File: config.mk
export PLATFORM = sky130hd
export DESIGN_NAME = move_scheduler
export DESIGN_NICKNAME = d
export VERILOG_FILES = /design/src/rtl/game_pkg.sv /design/src/rtl/move_history_lifo.sv /design/src/rtl/move_scheduler.sv
export SDC_FILE = /design/constraint.sdc
export NUM_CORES = 1
export LEC_CHECK = 0
export ABC_AREA = 0
export CORE_MARGIN = 8
export CORE_UTILIZATION = 50
export DETAILED_ROUTE_END_ITERATION = 8
export GPL_ROUTABILITY_DRIVEN = 1
export GPL_TIMING_DRIVEN = 0
export PLACE_DENSITY = 0.77
export REMOVE_ABC_BUFFERS = 1
export SYNTH_ARGS = -nofsm -noshare
export SYNTH_HDL_FRONTEND = slang
export SYNTH_HIERARCHICAL = 1
export SYNTH_SLANG_ARGS = --single-unit
File: constraint.sdc
create_clock -name clk_d -period 1.8 [get_ports clk_d]
set_input_delay 0.45 -clock clk_d [delete_from_list [all_inputs] [get_ports clk_d]]
set_output_delay 0.45 -clock clk_d [all_outputs]
set_load 0.05 [all_outputs]
File: src/rtl/game_pkg.sv
// -----------------------------------------------------------------------------
// game_pkg
// Shared definitions for the move scheduler and its history LIFO:
//   - game_status codes
//   - move direction codes
//   - scheduler FSM state encoding
//   - timeout limit (WAIT_ACK cycles) and history depth
//   - small helpers: opposite direction, "moves allowed" status test
// Optional feature macro used by the consumers of this package: MOVE_UNDO_EN.
// -----------------------------------------------------------------------------
package game_pkg;

    typedef enum logic [1:0] {
        GS_CHOSE_BOARD  = 2'b00,
        GS_GAMING       = 2'b01,
        GS_GAME_INITIAL = 2'b10,
        GS_WINNED       = 2'b11
    } game_status_e;

    typedef enum logic [1:0] {
        DIR_UP    = 2'd0,
        DIR_DOWN  = 2'd1,
        DIR_LEFT  = 2'd2,
        DIR_RIGHT = 2'd3
    } dir_e;

    typedef enum logic [1:0] {
        ST_IDLE     = 2'd0,
        ST_ISSUE    = 2'd1,
        ST_WAIT_ACK = 2'd2,
        ST_COMMIT   = 2'd3
    } sched_state_e;

    // Number of WAIT_ACK cycles without an ack before the move is abandoned.
    localparam logic [7:0]  TIMEOUT_LIMIT = 8'd255;

    localparam int unsigned HIST_DEPTH = 16;
    localparam int unsigned HIST_AW    = $clog2(HIST_DEPTH);

    // Encoding places each direction next to its opposite, so flipping bit 0
    // swaps up<->down and left<->right.
    function automatic dir_e opposite_dir(input dir_e d);
        return dir_e'(d ^ 2'b01);
    endfunction

    function automatic logic moves_allowed(input logic [1:0] gs);
        return (gs == GS_GAMING) || (gs == GS_GAME_INITIAL);
    endfunction

endpackage

File: src/rtl/move_history_lifo.sv
// -----------------------------------------------------------------------------
// move_history_lifo
// History of forward move directions for undo. HIST_DEPTH entries stored in a
// circular buffer: pushing when full overwrites the oldest entry.
// Only instantiated when MOVE_UNDO_EN is defined.
// Ports:
//   clk_d, rst   clock, asynchronous active-high reset (empties the LIFO)
//   i_clear      synchronous clear (empties the LIFO)
//   i_push       push i_data on top
//   i_pop        pop the top entry (ignored when empty)
//   i_data       direction to push
//   o_empty      no entries held
//   o_full       HIST_DEPTH entries held
//   o_top        most recently pushed entry (undefined when empty)
// -----------------------------------------------------------------------------
module move_history_lifo
    import game_pkg::*;
(
    input  logic       clk_d,
    input  logic       rst,
    input  logic       i_clear,
    input  logic       i_push,
    input  logic       i_pop,
    input  logic [1:0] i_data,
    output logic       o_empty,
    output logic       o_full,
    output logic [1:0] o_top
);

    localparam logic [HIST_AW:0] FULL_COUNT = (HIST_AW + 1)'(HIST_DEPTH);

    logic [1:0]         r_mem [HIST_DEPTH];
    logic [HIST_AW-1:0] r_top_ptr;
    logic [HIST_AW:0]   r_count;
    logic [HIST_AW-1:0] w_push_ptr;

    assign w_push_ptr = r_top_ptr + 1'b1;
    assign o_empty    = (r_count == '0);
    assign o_full     = (r_count == FULL_COUNT);
    assign o_top      = r_mem[r_top_ptr];

    // NOTE: sequential state uses non-blocking assignments so every register
    // samples pre-edge values, independent of statement order.
    always_ff @(posedge clk_d or posedge rst) begin
        if (rst) begin
            r_top_ptr <= '0;
            r_count   <= '0;
        end else if (i_clear) begin
            r_top_ptr <= '0;
            r_count   <= '0;
        end else if (i_push) begin
            // Pointer wraps; when full the write lands on the oldest entry.
            r_top_ptr <= w_push_ptr;
            if (!o_full) begin
                r_count <= r_count + 1'b1;
            end
        end else if (i_pop && !o_empty) begin
            r_top_ptr <= r_top_ptr - 1'b1;
            r_count   <= r_count - 1'b1;
        end
    end

    // NOTE: storage is deliberately not reset; r_count defines which entries
    // are valid, so clearing it empties the history without a wide reset.
    always_ff @(posedge clk_d) begin
        if (i_push && !i_clear) begin
            r_mem[w_push_ptr] <= i_data;
        end
    end

endmodule

File: src/rtl/move_scheduler.sv
// -----------------------------------------------------------------------------
// move_scheduler
// Turns debounced button levels into single move commands for the board
// datapath, with a valid/ack handshake, an ack timeout and optional undo.
// Optional feature: define MOVE_UNDO_EN to keep a move history and serve the
// undo button by issuing the opposite of the last board-changing move.
// Ports:
//   clk_d, rst            clock, asynchronous active-high reset
//   game_status[1:0]      game state code (see game_pkg)
//   btn_dir[3:0]          direction button levels: [0]up [1]down [2]left [3]right
//   btn_undo              undo button level
//   move_valid            move command valid (ISSUE and WAIT_ACK)
//   move_dir[1:0]         move direction, stable while move_valid
//   move_ack              board finished the move (1-cycle pulse)
//   move_changed          qualifies move_ack: board changed
//   active                pulse: forward move changed the board
//   undo_pulse            pulse: undo move completed
//   busy                  FSM not in IDLE
//   err_timeout           sticky: board never acknowledged a move
// -----------------------------------------------------------------------------
module move_scheduler
    import game_pkg::*;
(
    input  logic       clk_d,
    input  logic       rst,
    input  logic [1:0] game_status,
    input  logic [3:0] btn_dir,
    input  logic       btn_undo,
    output logic       move_valid,
    output logic [1:0] move_dir,
    input  logic       move_ack,
    input  logic       move_changed,
    output logic       active,
    output logic       undo_pulse,
    output logic       busy,
    output logic       err_timeout
);

    sched_state_e r_state;
    sched_state_e w_next_state;
    logic [3:0]   r_btn_dir_q;
    logic         r_btn_undo_q;
    dir_e         r_dir;
    logic         r_is_undo;
    logic         r_changed;
    logic [7:0]   r_wait_cnt;
    logic         r_err;

    logic [3:0]   w_dir_rise;
    logic         w_undo_rise;
    logic         w_status_ok;
    logic         w_hist_empty;
    logic [1:0]   w_hist_top;
    logic         w_sel_valid;
    logic         w_sel_undo;
    dir_e         w_sel_dir;
    logic         w_timeout;
    logic         w_commit_ok;
    logic [7:0]   w_wait_cnt_inc;

    assign w_dir_rise     = btn_dir & ~r_btn_dir_q;
    assign w_undo_rise    = btn_undo & ~r_btn_undo_q;
    assign w_status_ok    = moves_allowed(game_status);
    assign w_wait_cnt_inc = r_wait_cnt + 8'd1;

`ifdef MOVE_UNDO_EN
    move_history_lifo u_history (
        .clk_d   (clk_d),
        .rst     (rst),
        .i_clear (game_status == GS_CHOSE_BOARD),
        .i_push  (active),
        .i_pop   (w_commit_ok && r_is_undo),
        .i_data  (r_dir),
        .o_empty (w_hist_empty),
        .o_full  (),
        .o_top   (w_hist_top)
    );
    assign undo_pulse = w_commit_ok && r_is_undo;
`else
    // Undo never selectable: an always-empty history discards every undo edge.
    assign w_hist_empty = 1'b1;
    assign w_hist_top   = DIR_UP;
    assign undo_pulse   = 1'b0;
`endif

    // Fixed priority: up > down > left > right > undo.
    // NOTE: every always_comb output gets a default first so no path can
    // leave it unassigned and infer a latch.
    always_comb begin
        w_sel_valid = 1'b0;
        w_sel_undo  = 1'b0;
        w_sel_dir   = DIR_UP;
        if (w_dir_rise[0]) begin
            w_sel_valid = 1'b1;
            w_sel_dir   = DIR_UP;
        end else if (w_dir_rise[1]) begin
            w_sel_valid = 1'b1;
            w_sel_dir   = DIR_DOWN;
        end else if (w_dir_rise[2]) begin
            w_sel_valid = 1'b1;
            w_sel_dir   = DIR_LEFT;
        end else if (w_dir_rise[3]) begin
            w_sel_valid = 1'b1;
            w_sel_dir   = DIR_RIGHT;
        end else if (w_undo_rise && !w_hist_empty) begin
            w_sel_valid = 1'b1;
            w_sel_undo  = 1'b1;
            w_sel_dir   = opposite_dir(dir_e'(w_hist_top));
        end
    end

    // Leaving the allowed statuses aborts any in-flight move on the next edge.
    always_comb begin
        w_next_state = r_state;
        w_timeout    = 1'b0;
        case (r_state)
            ST_IDLE: begin
                if (w_status_ok && w_sel_valid) begin
                    w_next_state = ST_ISSUE;
                end
            end
            ST_ISSUE: begin
                w_next_state = w_status_ok ? ST_WAIT_ACK : ST_IDLE;
            end
            ST_WAIT_ACK: begin
                if (!w_status_ok) begin
                    w_next_state = ST_IDLE;
                end else if (move_ack) begin
                    w_next_state = ST_COMMIT;
                end else if (w_wait_cnt_inc == TIMEOUT_LIMIT) begin
                    w_next_state = ST_IDLE;
                    w_timeout    = 1'b1;
                end
            end
            ST_COMMIT: begin
                w_next_state = ST_IDLE;
            end
            default: begin
                w_next_state = ST_IDLE;
            end
        endcase
    end

    always_ff @(posedge clk_d or posedge rst) begin
        if (rst) begin
            r_state      <= ST_IDLE;
            r_btn_dir_q  <= '0;
            r_btn_undo_q <= 1'b0;
            r_dir        <= DIR_UP;
            r_is_undo    <= 1'b0;
            r_changed    <= 1'b0;
            r_wait_cnt   <= '0;
            r_err        <= 1'b0;
        end else begin
            r_state      <= w_next_state;
            r_btn_dir_q  <= btn_dir;
            r_btn_undo_q <= btn_undo;

            if (r_state == ST_IDLE && w_status_ok && w_sel_valid) begin
                r_dir     <= w_sel_dir;
                r_is_undo <= w_sel_undo;
            end

            if (r_state == ST_WAIT_ACK && move_ack) begin
                r_changed <= move_changed;
            end

            r_wait_cnt <= (r_state == ST_WAIT_ACK) ? w_wait_cnt_inc : 8'd0;

            if (game_status == GS_CHOSE_BOARD) begin
                r_err <= 1'b0;
            end else if (w_timeout) begin
                r_err <= 1'b1;
            end
        end
    end

    // Pulses are suppressed if the game leaves the allowed statuses in COMMIT.
    assign w_commit_ok = (r_state == ST_COMMIT) && w_status_ok;
    assign active      = w_commit_ok && !r_is_undo && r_changed;
    assign move_valid  = (r_state == ST_ISSUE) || (r_state == ST_WAIT_ACK);
    assign move_dir    = r_dir;
    assign busy        = (r_state != ST_IDLE);
    assign err_timeout = r_err;

endmodule

==> impl_results.html, run 1 <==
<table>
<tr><th>Metric</th><th>Value</th></tr>
<tr><th colspan="2">Logic synthesis</th></tr>
<tr><td>Combinational family with the most area after synthesis</td><td>simple AND/OR/NAND/NOR gates</td></tr>
<tr><td>Count of cell types in the netlist</td><td>31</td></tr>
<tr><td>Complex-gate fraction of the synthesized area</td><td>0.0862</td></tr>
<tr><td>Fraction of synthesized area in multiplexers</td><td>0.0225</td></tr>
<tr><td>Average cell area after synthesis</td><td>10.3 um^2</td></tr>
<tr><td>Sequential element share of the synthesized area</td><td>0.477</td></tr>
<tr><td>Leading area contributor after synthesis</td><td>dfrtp_1</td></tr>
<tr><td>Yosys reg bits</td><td>18</td></tr>
<tr><td>Adder-Cell Fraction of Synth Area</td><td>0.106</td></tr>
<tr><td>Fraction of synthesized cell area taken by the top area cell type</td><td>0.477</td></tr>
<tr><td>Largest cells by area after synthesis</td><td>dfrtp_1 (48%), ha_1 (11%), nand2_1 (3.6%), nor2b_1 (3.3%), inv_1 (3.2%)</td></tr>
<tr><td>Post-synthesis share of cell area spent on xor and xnor gates</td><td>0.0464</td></tr>
<tr><td>Count of synthesis-stage warnings from yosys</td><td>6</td></tr>
<tr><td>Cell count after synthesis</td><td>92</td></tr>
<tr><td>Simple-gate area share of the yosys netlist</td><td>0.214</td></tr>
<tr><td>Synthesized cell area</td><td>943 um^2</td></tr>
<tr><th colspan="2">Route</th></tr>
<tr><td>Routed wire length</td><td>1.87 mm</td></tr>
<tr><td>DR DRC count</td><td>0</td></tr>
<tr><td>Via count</td><td>708</td></tr>
<tr><td>TritonRoute pass-1 iters</td><td>3</td></tr>
<tr><td>Routed Antenna Nets</td><td>0</td></tr>
<tr><td>DR iter-0 viols</td><td>9</td></tr>
<tr><td>Wire length per cell</td><td>13.6 um</td></tr>
<tr><td>Post-DR vias/cell</td><td>5.17</td></tr>
<tr><th colspan="2">Power</th></tr>
<tr><td>Maximum VDD drop</td><td>1640 uV</td></tr>
<tr><td>Lkg Pwr</td><td>0.548 nW</td></tr>
<tr><td>PwrDens</td><td>1230 nW/um^2</td></tr>
<tr><th colspan="2">Floorplanning</th></tr>
<tr><td>Area of the core</td><td>1750 um^2</td></tr>
<tr><td>Standard-cell rows</td><td>15</td></tr>
<tr><td>Width of the die</td><td>59.4 um</td></tr>
<tr><td>Starting Density</td><td>0.541</td></tr>
<tr><td>Die outline height</td><td>59.4 um</td></tr>
<tr><td>Top-level I/O count</td><td>18</td></tr>
<tr><td>Die outline area</td><td>3530 um^2</td></tr>
<tr><th colspan="2">Setup path</th></tr>
<tr><td>Startpoint kind of the worst setup timing path</td><td>register</td></tr>
<tr><td>Arrival time of data at the critical path endpoint</td><td>1.31 ns</td></tr>
<tr><td>Required time worst endpoint</td><td>1.35 ns</td></tr>
<tr><td>Sequence of cells on the critical path</td><td>buf_6 &gt; ha_2 &gt; and3_4 &gt; buf_8</td></tr>
<tr><td>Max stage delay cell, worst path</td><td>dfrtp_1</td></tr>
<tr><td>WP depth</td><td>4</td></tr>
<tr><td>Worst reg2reg path depth</td><td>5</td></tr>
<tr><td>Buffer and inverter count on the worst path</td><td>2</td></tr>
<tr><td>Kind of cell adding the most delay to the critical path</td><td>flip-flops</td></tr>
<tr><td>Worst setup EP type</td><td>primary output</td></tr>
<tr><td>CP max FO</td><td>3</td></tr>
<tr><td>Class of the most critical setup path</td><td>register to primary output</td></tr>
<tr><td>Crit path largest cell delay</td><td>0.42 ns</td></tr>
<tr><th colspan="2">Placement</th></tr>
<tr><td>Placed inst area</td><td>1110 um^2</td></tr>
<tr><td>HPWL reported at the end of detailed placement</td><td>1.30 mm</td></tr>
<tr><td>Final Wtd Congestion</td><td>0.841</td></tr>
<tr><td>Number of port buffers</td><td>15</td></tr>
<tr><th colspan="2">Finish</th></tr>
<tr><td>Count of nets after finishing</td><td>132</td></tr>
<tr><td>Sequential Area</td><td>454 um^2</td></tr>
<tr><td>Fraction of layout instances using a drive strength above 1</td><td>0.268</td></tr>
<tr><td>Total area of multi-input combinational cells</td><td>500 um^2</td></tr>
<tr><td>Area growth from synthesis to final layout</td><td>29.6%</td></tr>
<tr><td>Most used cells in the layout excluding fill and tap cells</td><td>dfrtp_1 (15), nand2_1 (9), clkdlybuf4s50_1 (7)</td></tr>
<tr><td>Total of fill cells in the finished design</td><td>133</td></tr>
<tr><td>Antenna Cells</td><td>0</td></tr>
<tr><td>Final instance area</td><td>1220 um^2</td></tr>
<tr><td>Most common cell after layout, fill and taps aside</td><td>dfrtp_1</td></tr>
<tr><th colspan="2">STA</th></tr>
<tr><td>Maximum clock frequency</td><td>569 MHz</td></tr>
<tr><td>Ratio of final minimum period to clock period</td><td>0.976</td></tr>
<tr><td>Final slew viol count</td><td>0</td></tr>
<tr><td>Setup repair after global routing missed its margin</td><td>yes</td></tr>
<tr><td>Final count of negative-setup-slack endpoints</td><td>0</td></tr>
<tr><td>Tightest Pin Transition</td><td>0.671 ns</td></tr>
<tr><td>Count of final hold-check violations</td><td>0</td></tr>
<tr><td>Worst Clk Skew</td><td>0.00709 ns</td></tr>
<tr><td>Relative slew margins</td><td>0.552</td></tr>
<tr><td>Final sum of negative setup slack</td><td>0 ns</td></tr>
<tr><td>Final critical-path required period</td><td>1.76 ns</td></tr>
<tr><th colspan="2">Clock network</th></tr>
<tr><td>Hold_buf cts</td><td>0</td></tr>
<tr><td>Number of buffers created by CTS</td><td>3</td></tr>
<tr><td>Number of buffers on the longest clock path</td><td>2</td></tr>
<tr><td>Clock transition at the registers of the reported paths</td><td>0.11 ns</td></tr>
<tr><td>Clock insertion delay at the later pin of the skew report</td><td>0.29 ns</td></tr>
<tr><td>Number of levels in the clock H-tree</td><td>1</td></tr>
<tr><td>Clock tree from TritonCTS</td><td>yes</td></tr>
<tr><td>Buffer cell driving the clock tree root</td><td>clkbuf_4</td></tr>
<tr><td>CTS sink cnt</td><td>18</td></tr>
<tr><th colspan="2">Global route</th></tr>
<tr><td>Via count of the first global-routing pass</td><td>750</td></tr>
<tr><td>Congestion Overflow GR</td><td>0</td></tr>
<tr><td>First-pass GRT wire length</td><td>3.11 mm</td></tr>
<tr><td>All-Layer GR Usage</td><td>0.117</td></tr>
<tr><td>Number of antenna violations at the first check in global routing</td><td>0</td></tr>
<tr><td>Maximum number of pins on one net before global-route repair</td><td>19</td></tr>
<tr><th colspan="2">Worst hold path</th></tr>
<tr><td>Worst hold path type</td><td>register to register</td></tr>
<tr><td>Cell depth of the worst hold path</td><td>2</td></tr>
<tr><th colspan="2">Run</th></tr>
<tr><td>Number of max-cap violations</td><td>0</td></tr>
<tr><th colspan="2">Run status</th></tr>
<tr><td>Run status</td><td>finished clean</td></tr>
</table>
-- cell type report --
| type | count | share of cell area |
|---|---|---|
| flip-flops and latches | 18 | 0.372 |
| well taps | 25 | 0.0256 |
| repair buffers | 18 | 0.139 |
| multi-input cells | 64 | 0.409 |
| clock buffers | 4 | 0.0297 |
| inverters | 8 | 0.0246 |
-- state kept, by name, summed over array words and instances (netlist names) --
signal,cells
move_dir,2
err_timeout,1
r_state,2
r_changed,1
r_wait_cnt,8
r_btn_dir_q,4
-- worst register-to-register path, delay by kind of cell, from the launching register on --
kind,cells,cell delay (ns)
XOR/XNOR,1,0.18
multiplexers,1,0.20
flip-flops,1,0.44
AND/OR/NAND/NOR,2,0.67
AO/OA/AOI/OAI,1,0.15
-- metal layers --
metal  global-route usage  vias up  wire, um
met5                    0        -         0
met1                0.124      345       755
met4               0.0410        0        28
met3               0.0499        4        67
li1                     -      348         -
met2                0.200       11      1020
-- cells in the mapped netlist --
cell type and instances:
nand4_1 1, nand2_1 9, xor2_1 2, ha_1 8, a21boi_0 1, and2_1 2
clkbuf_1 1, nor3_1 1, and2b_2 1, nand2b_1 4, or3_1 1, and3_2 1
buf_4 1, nor4_1 1, a21oi_4 1, or4_4 1, dfrtp_1 18, or3b_2 1
a21oi_1 4, o32a_1 1, and3_1 1, a31oi_1 2, nand3_1 5, o21ai_0 3
mux2i_1 1, conb_1 1, xnor2_1 3, nor2_1 2, mux2_2 1, nor2b_1 5
inv_1 8
-- power by group --
group / leakage, nW / internal [mW] / switching, mW
combinational: 0.298 / 0.275 / 0.444
sequential: 0.229 / 0.474 / 0.0568
clock: 0.0210 / 0.123 / 0.126
total: 0.548 / 0.872 / 0.627
-- stage by stage --
stage          std cells  total power [mW]  utilization  setup WS, ns  hold WS [ns]
6_report             137              1.50        0.700        0.0440         0.491
5_1_grt              137              1.60        0.700       -0.0168         0.533
4_1_cts              136              1.46        0.675       0.00233         0.499
3_5_place_dp         130              1.21        0.638        -0.959         0.480
3_3_place_gp         130              1.20        0.638        -0.950         0.467
2_1_floorplan         90              1.02            -        0.0627         0.389
-- what timing repair did --
item,CTS,global route
endpoints found under the setup margin,6,5
buffers inserted,2,1
resized for setup,30,13
gates cloned,0,0
pin swaps,1,3
-- logic make-up (layout without fill, tap and decap cells) --
| logic type | Yosys count | count (layout) |
|---|---|---|
| compound gates | 12 | 12 |
| simple gates | 36 | 36 |
| buf+inv | 10 | 30 |
| flops | 18 | 18 |
| other cells | 1 | 1 |
| fa+ha+maj | 8 | 8 |
| mux | 2 | 2 |
| xor+xnor | 5 | 5 |
-- path summary, 6_finish.rpt --
check	start	slack, ns	to
min reg2reg	move_dir[0]$_DFFE_PP0P_	0.49	move_dir[0]$_DFFE_PP0P_
max	r_state[0]$_DFFE_PP0P_	0.04	active
min in group asynchronous	rst	0.54	r_wait_cnt[6]$_DFF_PP0_
max reg2reg	r_wait_cnt[2]$_DFF_PP0_	0.08	r_state[1]$_DFFE_PP0P_
max in group asynchronous	rst	0.78	r_wait_cnt[0]$_DFF_PP0_
min	move_dir[0]$_DFFE_PP0P_	0.49	move_dir[0]$_DFFE_PP0P_
Power figures use the tool's default switching activity.
==> inputs of run 2 (changes only) <==
--- a/config.mk
+++ b/config.mk
@@ -6,6 +6,7 @@
 export NUM_CORES = 1
 export LEC_CHECK = 0
 export ABC_AREA = 0
+export ABC_CLOCK_PERIOD_IN_PS = 1800
 export CORE_MARGIN = 8
 export CORE_UTILIZATION = 50
 export DETAILED_ROUTE_END_ITERATION = 8
==> results of run 2 <==
The final DEF is identical to that of run 1; final timing and power are the same.
